`src/rtl/uart_tx.sv`:
```
// uart_tx: UART frame serialiser (start, DBIT data LSB first, optional parity under UART_TX_PARITY_EN, stop)
module uart_tx #(
  parameter int DBIT = 8,
  parameter int OVERSAMPLE = 16,
  parameter int STOP_TICKS = 16
`ifdef UART_TX_PARITY_EN
  , parameter bit PARITY_ODD = 1'b0
`endif
) (
  input  logic            i_clk,
  input  logic            i_reset,
  input  logic            i_tick,
  input  logic            i_tx_start,
  input  logic [DBIT-1:0] i_data,
  output logic            o_tx,
  output logic            o_tx_done,
  output logic            o_tx_busy
);
  localparam logic [2:0] IDLE = 3'd0, START = 3'd1, DATA = 3'd2, STOP = 3'd4;
`ifdef UART_TX_PARITY_EN
  localparam logic [2:0] PARITY = 3'd3;
`endif
  localparam logic [5:0] S_BIT = 6'(OVERSAMPLE - 1);
  localparam logic [5:0] S_STOP = 6'(STOP_TICKS - 1);
  localparam logic [2:0] N_LAST = 3'(DBIT - 1);
  logic [2:0] state;
  logic [5:0] s;
  logic [2:0] n;
  logic [DBIT-1:0] b;
`ifdef UART_TX_PARITY_EN
  logic p;
`endif
  assign o_tx_busy = state != IDLE;
  // Frame FSM: ticks advance bit timing, the line is registered and moves on the terminating tick
  always_ff @(posedge i_clk) begin
    if (i_reset) begin
      state <= IDLE;
      s <= '0;
      n <= '0;
      b <= '0;
      o_tx <= 1'b1;
      o_tx_done <= 1'b0;
`ifdef UART_TX_PARITY_EN
      p <= 1'b0;
`endif
    end else begin
      o_tx_done <= 1'b0;
      case (state)
        IDLE: begin
          o_tx <= 1'b1;
          if (i_tx_start) begin
            b <= i_data;
            s <= '0;
            state <= START;
            o_tx <= 1'b0;
`ifdef UART_TX_PARITY_EN
            p <= (^i_data) ^ PARITY_ODD;
`endif
          end
        end
        START: if (i_tick) begin
          if (s == S_BIT) begin
            s <= '0;
            n <= '0;
            state <= DATA;
            o_tx <= b[0];
          end else s <= s + 6'd1;
        end
        DATA: if (i_tick) begin
          if (s == S_BIT) begin
            s <= '0;
            b <= b >> 1;
            if (n == N_LAST) begin
`ifdef UART_TX_PARITY_EN
              state <= PARITY;
              o_tx <= p;
`else
              state <= STOP;
              o_tx <= 1'b1;
`endif
            end else begin
              n <= n + 3'd1;
              o_tx <= b[1];
            end
          end else s <= s + 6'd1;
        end
`ifdef UART_TX_PARITY_EN
        PARITY: if (i_tick) begin
          if (s == S_BIT) begin
            s <= '0;
            state <= STOP;
            o_tx <= 1'b1;
          end else s <= s + 6'd1;
        end
`endif
        STOP: begin
          o_tx <= 1'b1;
          if (i_tick) begin
            if (s == S_STOP) begin
              s <= '0;
              state <= IDLE;
              o_tx_done <= 1'b1;
            end else s <= s + 6'd1;
          end
        end
        default: begin
          state <= IDLE;
          o_tx <= 1'b1;
        end
      endcase
    end
  end
endmodule
```
`config.mk`:
```
export PLATFORM = sky130hd
export DESIGN_NAME = uart_tx
export DESIGN_NICKNAME = d
export VERILOG_FILES = /design/src/rtl/uart_tx.sv
export SDC_FILE = /design/constraint.sdc
export NUM_CORES = 1
export LEC_CHECK = 0
export ABC_AREA = 1
export BUFFER_PORTS_ARGS = -buffer_cell sky130_fd_sc_hd__buf_4
export CAP_MARGIN = 20
export CORE_ASPECT_RATIO = 0.75
export CORE_MARGIN = 3
export CORE_UTILIZATION = 45
export DETAILED_ROUTE_END_ITERATION = 6
export PLACE_DENSITY = 0.62
export SYNTH_ARGS = -nofsm -noshare
export SYNTH_HDL_FRONTEND = slang
export SYNTH_SLANG_ARGS = --single-unit
```
`constraint.sdc`:
```
create_clock -name i_clk -period 1.7 [get_ports i_clk]
set_input_delay 0.34 -clock i_clk [delete_from_list [all_inputs] [get_ports i_clk]]
set_output_delay 0.34 -clock i_clk [all_outputs]
set_load 0.1 [all_outputs]
```
; ---- Word level (Yosys, flattened, before mapping)
; Index checks and enable logic that the tools add are counted.
[totals]
register_bits = 22
in_bits = 12
out_inout_bits = 3
elab_cells = 66
[classes]
addsub = 2
eq_ne = 15
muxes = 29
n_bitwise = 2
reduce_logical = 12
[ops]
columns = cell, count
row1 = 3-bit 2-to-1 mux, 11
row2 = 8-bit 2-to-1 mux, 3
row3 = 6-bit 2-to-1 mux, 3
row4 = "2-bit != test, second input constant", 9
row5 = 8-bit one-hot mux with 2 select lines, 1
row6 = 3-bit one-hot mux with 4 select lines, 1
row7 = 6-bit one-hot mux with 2 select lines, 1
row8 = 4-bit AND reduction, 2
row9 = 8-bit AND reduction, 1
row10 = 1-bit 2-to-1 mux, 7
row11 = "6-bit by 1-bit adder with 6-bit output, second input constant", 1
row12 = "3-bit == test, second input constant", 2
row13 = "6-bit by 4-bit == test with 1-bit output, second input constant", 1
row14 = 3-bit one-hot mux with 2 select lines, 1
row15 = 6-bit AND reduction, 1
row16 = 2-bit nonzero test, 3
row17 = 3-bit OR reduction, 2
row18 = "3-bit by 1-bit adder with 3-bit output, second input constant", 1
row19 = "3-bit by 1-bit == test with 1-bit output, second input constant", 1
row20 = "3-bit by 2-bit == test with 1-bit output, second input constant", 1
row21 = 3-bit zero test, 1
row22 = 1-bit one-hot mux with 3 select lines, 1
row23 = 3-bit AND reduction, 1
row24 = 3-bit nonzero test, 1
row25 = other kinds (2), 3

; ---- Longest topological paths before layout
[depth]
depth_word = 5
mapped_depth = 10
mapped_depth_nobuf = 9

; ---- Worst setup path before layout
; OpenSTA, ideal clock, no wires.
[synth_path]
kind = reg2reg
from = register state[2]
to = register b[0]
setup_ns = 0.113
t_arrival_ns = 1.759
required_ns = 1.587
slack_ns = -0.172
path_stages_with_launch = 8
path_buffers = 1
period_less_slack_ns = 1.872
cell_sequence = dfxtp_1 -> nor2_1 -> nand2_1 -> nor2_4 -> nor2_4 -> buf_6 -> nor2_1 -> nor2_1
[synth_between]
elab_chain_cells = 3
word_cells_on_any_way = 8
classes_between = eq/ne (4) / mux (1) / reduce/logical (3)
[synth_lines]
columns = item, line
row1 = start: declaration, 26  ; logic [2:0] state;
row2 = start signal: assignment, 37  ; state <= IDLE;
row3 = start signal: assignment, 54  ; state <= START;
row4 = start signal: assignment, 65  ; state <= DATA;
row5 = 3-bit by 2-bit == test with 1-bit output / 3-bit zero test (equally long branches), 48  ; case (state)
row6 = 2-bit != test (no line) / 2-bit nonzero test (equally long branches), -
row7 = 4-bit AND reduction (no line), -
row8 = end signal: assignment, 52  ; b <= i_data;
row9 = end signal: assignment, 72  ; b <= b >> 1;
row10 = end: declaration, 29  ; logic [DBIT-1:0] b;
; Several ways; a longest one is shown, not always the timed one.
; A chain may end at the register's enable or synchronous reset.

; ---- Final worst setup path
[layout_path]
from = register s[1]
to = register n[0]
[layout_between]
elab_chain_cells = 3
word_cells_on_any_way = 4
classes_between = eq/ne (3) / reduce/logical (1)
[layout_lines]
columns = item, line
row1 = start: declaration, 27  ; logic [5:0] s;
row2 = start signal: assignment, 67  ; end else s <= s + 6'd1;
row3 = start signal: assignment, 85  ; end else s <= s + 6'd1;
row4 = start signal: assignment, 103  ; end else s <= s + 6'd1;
row5 = 6-bit by 4-bit == test with 1-bit output *, "62, 70"
row6 = 2-bit != test (no line), -
row7 = 6-bit AND reduction (no line) *, -
row8 = end signal: assignment, 82  ; n <= n + 3'd1;
row9 = end: declaration, 28  ; logic [2:0] n;
; Mark *: on every way between the ends. The rest lies on a longest branch, timed or not.

==> results.rst <==
.. list-table::
   :header-rows: 1

   * - Metric
     - Value
   * - Result of the run
     - finished, final reports clean
   * - Post-detailed-route count of antenna-violating nets
     - 0
   * - Number of max-slew violations in the final report
     - 0
   * - Number of flops mapped to enable cells by yosys
     - 0
   * - Worst endpoint data arrival time
     - 1.74 ns
   * - Gate family responsible for the most delay along the worst path
     - simple AND/OR/NAND/NOR gates
   * - Crit path required time
     - 1.89 ns
   * - Clock latency of the later-clocked register in the worst-skew pair
     - 0.25 ns
   * - Routed vias/inst
     - 4.65
   * - Register clock-pin slew on the reported worst setup and hold paths
     - 0.07 ns
   * - Largest net degree at the start of global routing
     - 16
   * - Cells after synthesis
     - 186
   * - Number of inserted diodes
     - 0
   * - Average cell area after synthesis
     - 6.68 um2
   * - Total wire length
     - 2.63 mm
   * - Commonest non-fill, non-tap cell in the layout
     - sky130_fd_sc_hd__nand2_1
   * - Std-Cell Rows
     - 15
   * - Share of synthesized area occupied by flip-flops and latches
     - 35.4%
   * - Count of fill cells added during filler insertion
     - 244
   * - P&R area growth vs syn
     - 14.7%
   * - Distinct cells, synth
     - 24
   * - Remaining max-slew budget at the tightest pin
     - 70.5%
   * - Total half-perimeter wirelength after legalization and detailed placement
     - 1.97 mm
   * - Area share of the largest cell type after synthesis
     - 35.4%
   * - Actual transition at the worst max-transition pin
     - 0.441 ns
   * - Number of antenna violations at the first check in global routing
     - 0
   * - Flip-flop and latch count after synthesis
     - 22
   * - IO Count
     - 15
   * - Number of vias in the routed layout
     - 1097
   * - Routed WL per cell
     - 11.1 um
   * - Cell taking the most area after synthesis
     - sky130_fd_sc_hd__dfxtp_1
   * - Wire length of the first global-routing pass
     - 4.53 mm
   * - Top FF cell, synth
     - sky130_fd_sc_hd__dfxtp_1
   * - Post-CTS Hold Buffers
     - 0
   * - Clock skew after layout
     - 0.00212 ns
   * - Post-place instance area
     - 0.00137 mm2
   * - Number of buffers and inverters on the critical path
     - 1
   * - Clock buffers created by TritonCTS
     - 3
   * - Clock tree from TritonCTS
     - done
   * - Number of buffer cells added on primary ports
     - 14
   * - Critical path start-end classification
     - reg2reg
   * - Area used by sequential logic in the layout
     - 442 um2
   * - Die span in y
     - 51.5 um
   * - Worst hold path class
     - in2reg
   * - Post-Synthesis Cell Area
     - 0.00124 mm2
   * - CTS H-tree depth
     - 1
   * - Count of clock tree sinks
     - 22
   * - Worst-path maximum fanout
     - 6
   * - Total GRT Usage
     - 17.3%
   * - Commonest cells after routing, fill and taps aside
     - sky130_fd_sc_hd__nand2_1, sky130_fd_sc_hd__nor2_1, sky130_fd_sc_hd__inv_1
   * - Fraction of layout instances using a drive strength above 1
     - 16.3%
   * - RSZ-0062 raised after global routing
     - false
   * - Detailed-router iteration count before antenna repair
     - 4
   * - Core Util, Final
     - 58.0%
   * - Final estimated routing congestion in global placement
     - 0.764
   * - Die X
     - 66.7 um
   * - Effective utilization at floorplan
     - 50.5%
   * - Overflow after GRT
     - 0
   * - Number of max-cap violations
     - 0
   * - Core Box Area
     - 0.00246 mm2
   * - Die Outline Area
     - 0.00343 mm2
   * - Clock Tree Root
     - sky130_fd_sc_hd__clkbuf_8
   * - Cell Pwr Density
     - 1780 mW/mm2
   * - Post-Synthesis Net Count
     - 201
   * - Share of synthesized registers carrying an async set or reset
     - 0%
   * - DRC marker count from the first detailed-route iteration
     - 76
   * - Yosys synthesis warning count
     - 0
   * - Setup TNS Final
     - 0 ns
   * - Crit-path slowest cell
     - sky130_fd_sc_hd__dfxtp_1
   * - Longest Clk Path Bufs
     - 2
   * - Crit. End Element
     - register
   * - F_max
     - 0.646 GHz
   * - Worst path cell trace
     - ha_2, nand2_2, nor2_4, nand4_4, nor2_4, buf_4, nand3b_1, a21oi_1
   * - Cell types with the largest area share after synthesis
     - sky130_fd_sc_hd__dfxtp_1, sky130_fd_sc_hd__nand2_1, sky130_fd_sc_hd__nor2_1
   * - Number of setup violations in the final report
     - 0
   * - Final instance area
     - 0.00143 mm2
   * - Final hold violation count
     - 0
   * - Final worst path period share
     - 91.0%
   * - Leakage
     - 0.000714 uW
   * - Dominant cell type by count on the critical path
     - sky130_fd_sc_hd__nor2_4
   * - Largest stage delay on the critical path
     - 0.36 ns
   * - Maximum vdd drop
     - 0.916 mV
   * - DRC violation count after routing
     - 0
   * - Number of nets in the final layout
     - 219
   * - Multi-input gate area
     - 686 um2
   * - Final critical delay including setup and external delays
     - 1.55 ns
   * - Via count of the first global-routing pass
     - 978
   * - Crit start category
     - register
==> where the power goes <==
part           switching (uW)  internal, uW
Combinational            1060           429
Clock                     153           158
Sequential               91.6           657
Total                    1300          1240
==> synthesized netlist by cell type, types with 2 or more instances <==
master                      count
sky130_fd_sc_hd__ha_1           3
sky130_fd_sc_hd__inv_1         25
sky130_fd_sc_hd__nand2_2        2
sky130_fd_sc_hd__nor3_1         2
sky130_fd_sc_hd__nor2_4         4
sky130_fd_sc_hd__nor2_1        30
sky130_fd_sc_hd__o2111ai_1      2
sky130_fd_sc_hd__a21oi_1       10
sky130_fd_sc_hd__nand4_1        2
sky130_fd_sc_hd__nand3_1        8
sky130_fd_sc_hd__nand3_2        3
sky130_fd_sc_hd__nand2_1       55
sky130_fd_sc_hd__o21bai_1       2
sky130_fd_sc_hd__dfxtp_1       22
sky130_fd_sc_hd__o21ai_0        7
==> cell families (layout without fill, tap and decap cells) <==
| kind of cell | count (synthesis) | in the layout | share of synthesized area [%] |
|---|---|---|---|
| AOI/OAI and AO/OA | 21 | 21 | 9.47 |
| xor gates and xnor gates | 1 | 1 | 0.705 |
| adders and majority gates | 3 | 3 | 3.02 |
| buffers and inverters | 29 | 44 | 10.3 |
| DFF | 22 | 22 | 35.4 |
| and+or+nand+nor | 110 | 111 | 41.1 |
==> final timing paths <==
path	from	to	slack, ns	cells after the start
max	s[1]	n[0]	0.15	8
min	i_reset	n[1]	0.34	2
max reg2reg	s[1]	n[0]	0.15	8
min reg2reg	b[7]	b[7]	0.47	2
==> layer usage <==
layer  GRT usage [%]  up-vias  part of all wire (%)
li1                -      612                     -
met1            26.0      470                    56
met2            24.2       13                    40
met3            4.75        2                   3.3
met4            4.05        0                  0.57
met5               0        -                     0
==> repair_timing <==
action,4_1_cts,5_1_grt
buffers inserted,0,1
gates resized for setup,0,2
setup endpoints to repair,0,1
==> registers in the layout (all words and copies together) (netlist names) <==
name and count:
b 8, s 6, n 3, state 3
o_tx 1, o_tx_done 1
==> through the flow <==
step                hold slack [ns]  power [uW]  setup WS, ns  std cells
floorplan                     0.439        1950         0.143        186
global placement              0.461        2190         0.246        231
detailed placement            0.465        2220         0.182        231
CTS                           0.331        2540         0.162        234
global route                  0.339        2800        0.0247        236
finish                        0.337        2540         0.153        236
==> final cells by class <==
cell class                 instances  area share, %
tap                               34           2.99
timing repair buffer              16           8.43
inverter                          25           6.58
clock buffer                       3           2.90
sequential                        22           31.0
multi-input combinational        136           48.1
Power figures use the tool's default switching activity.
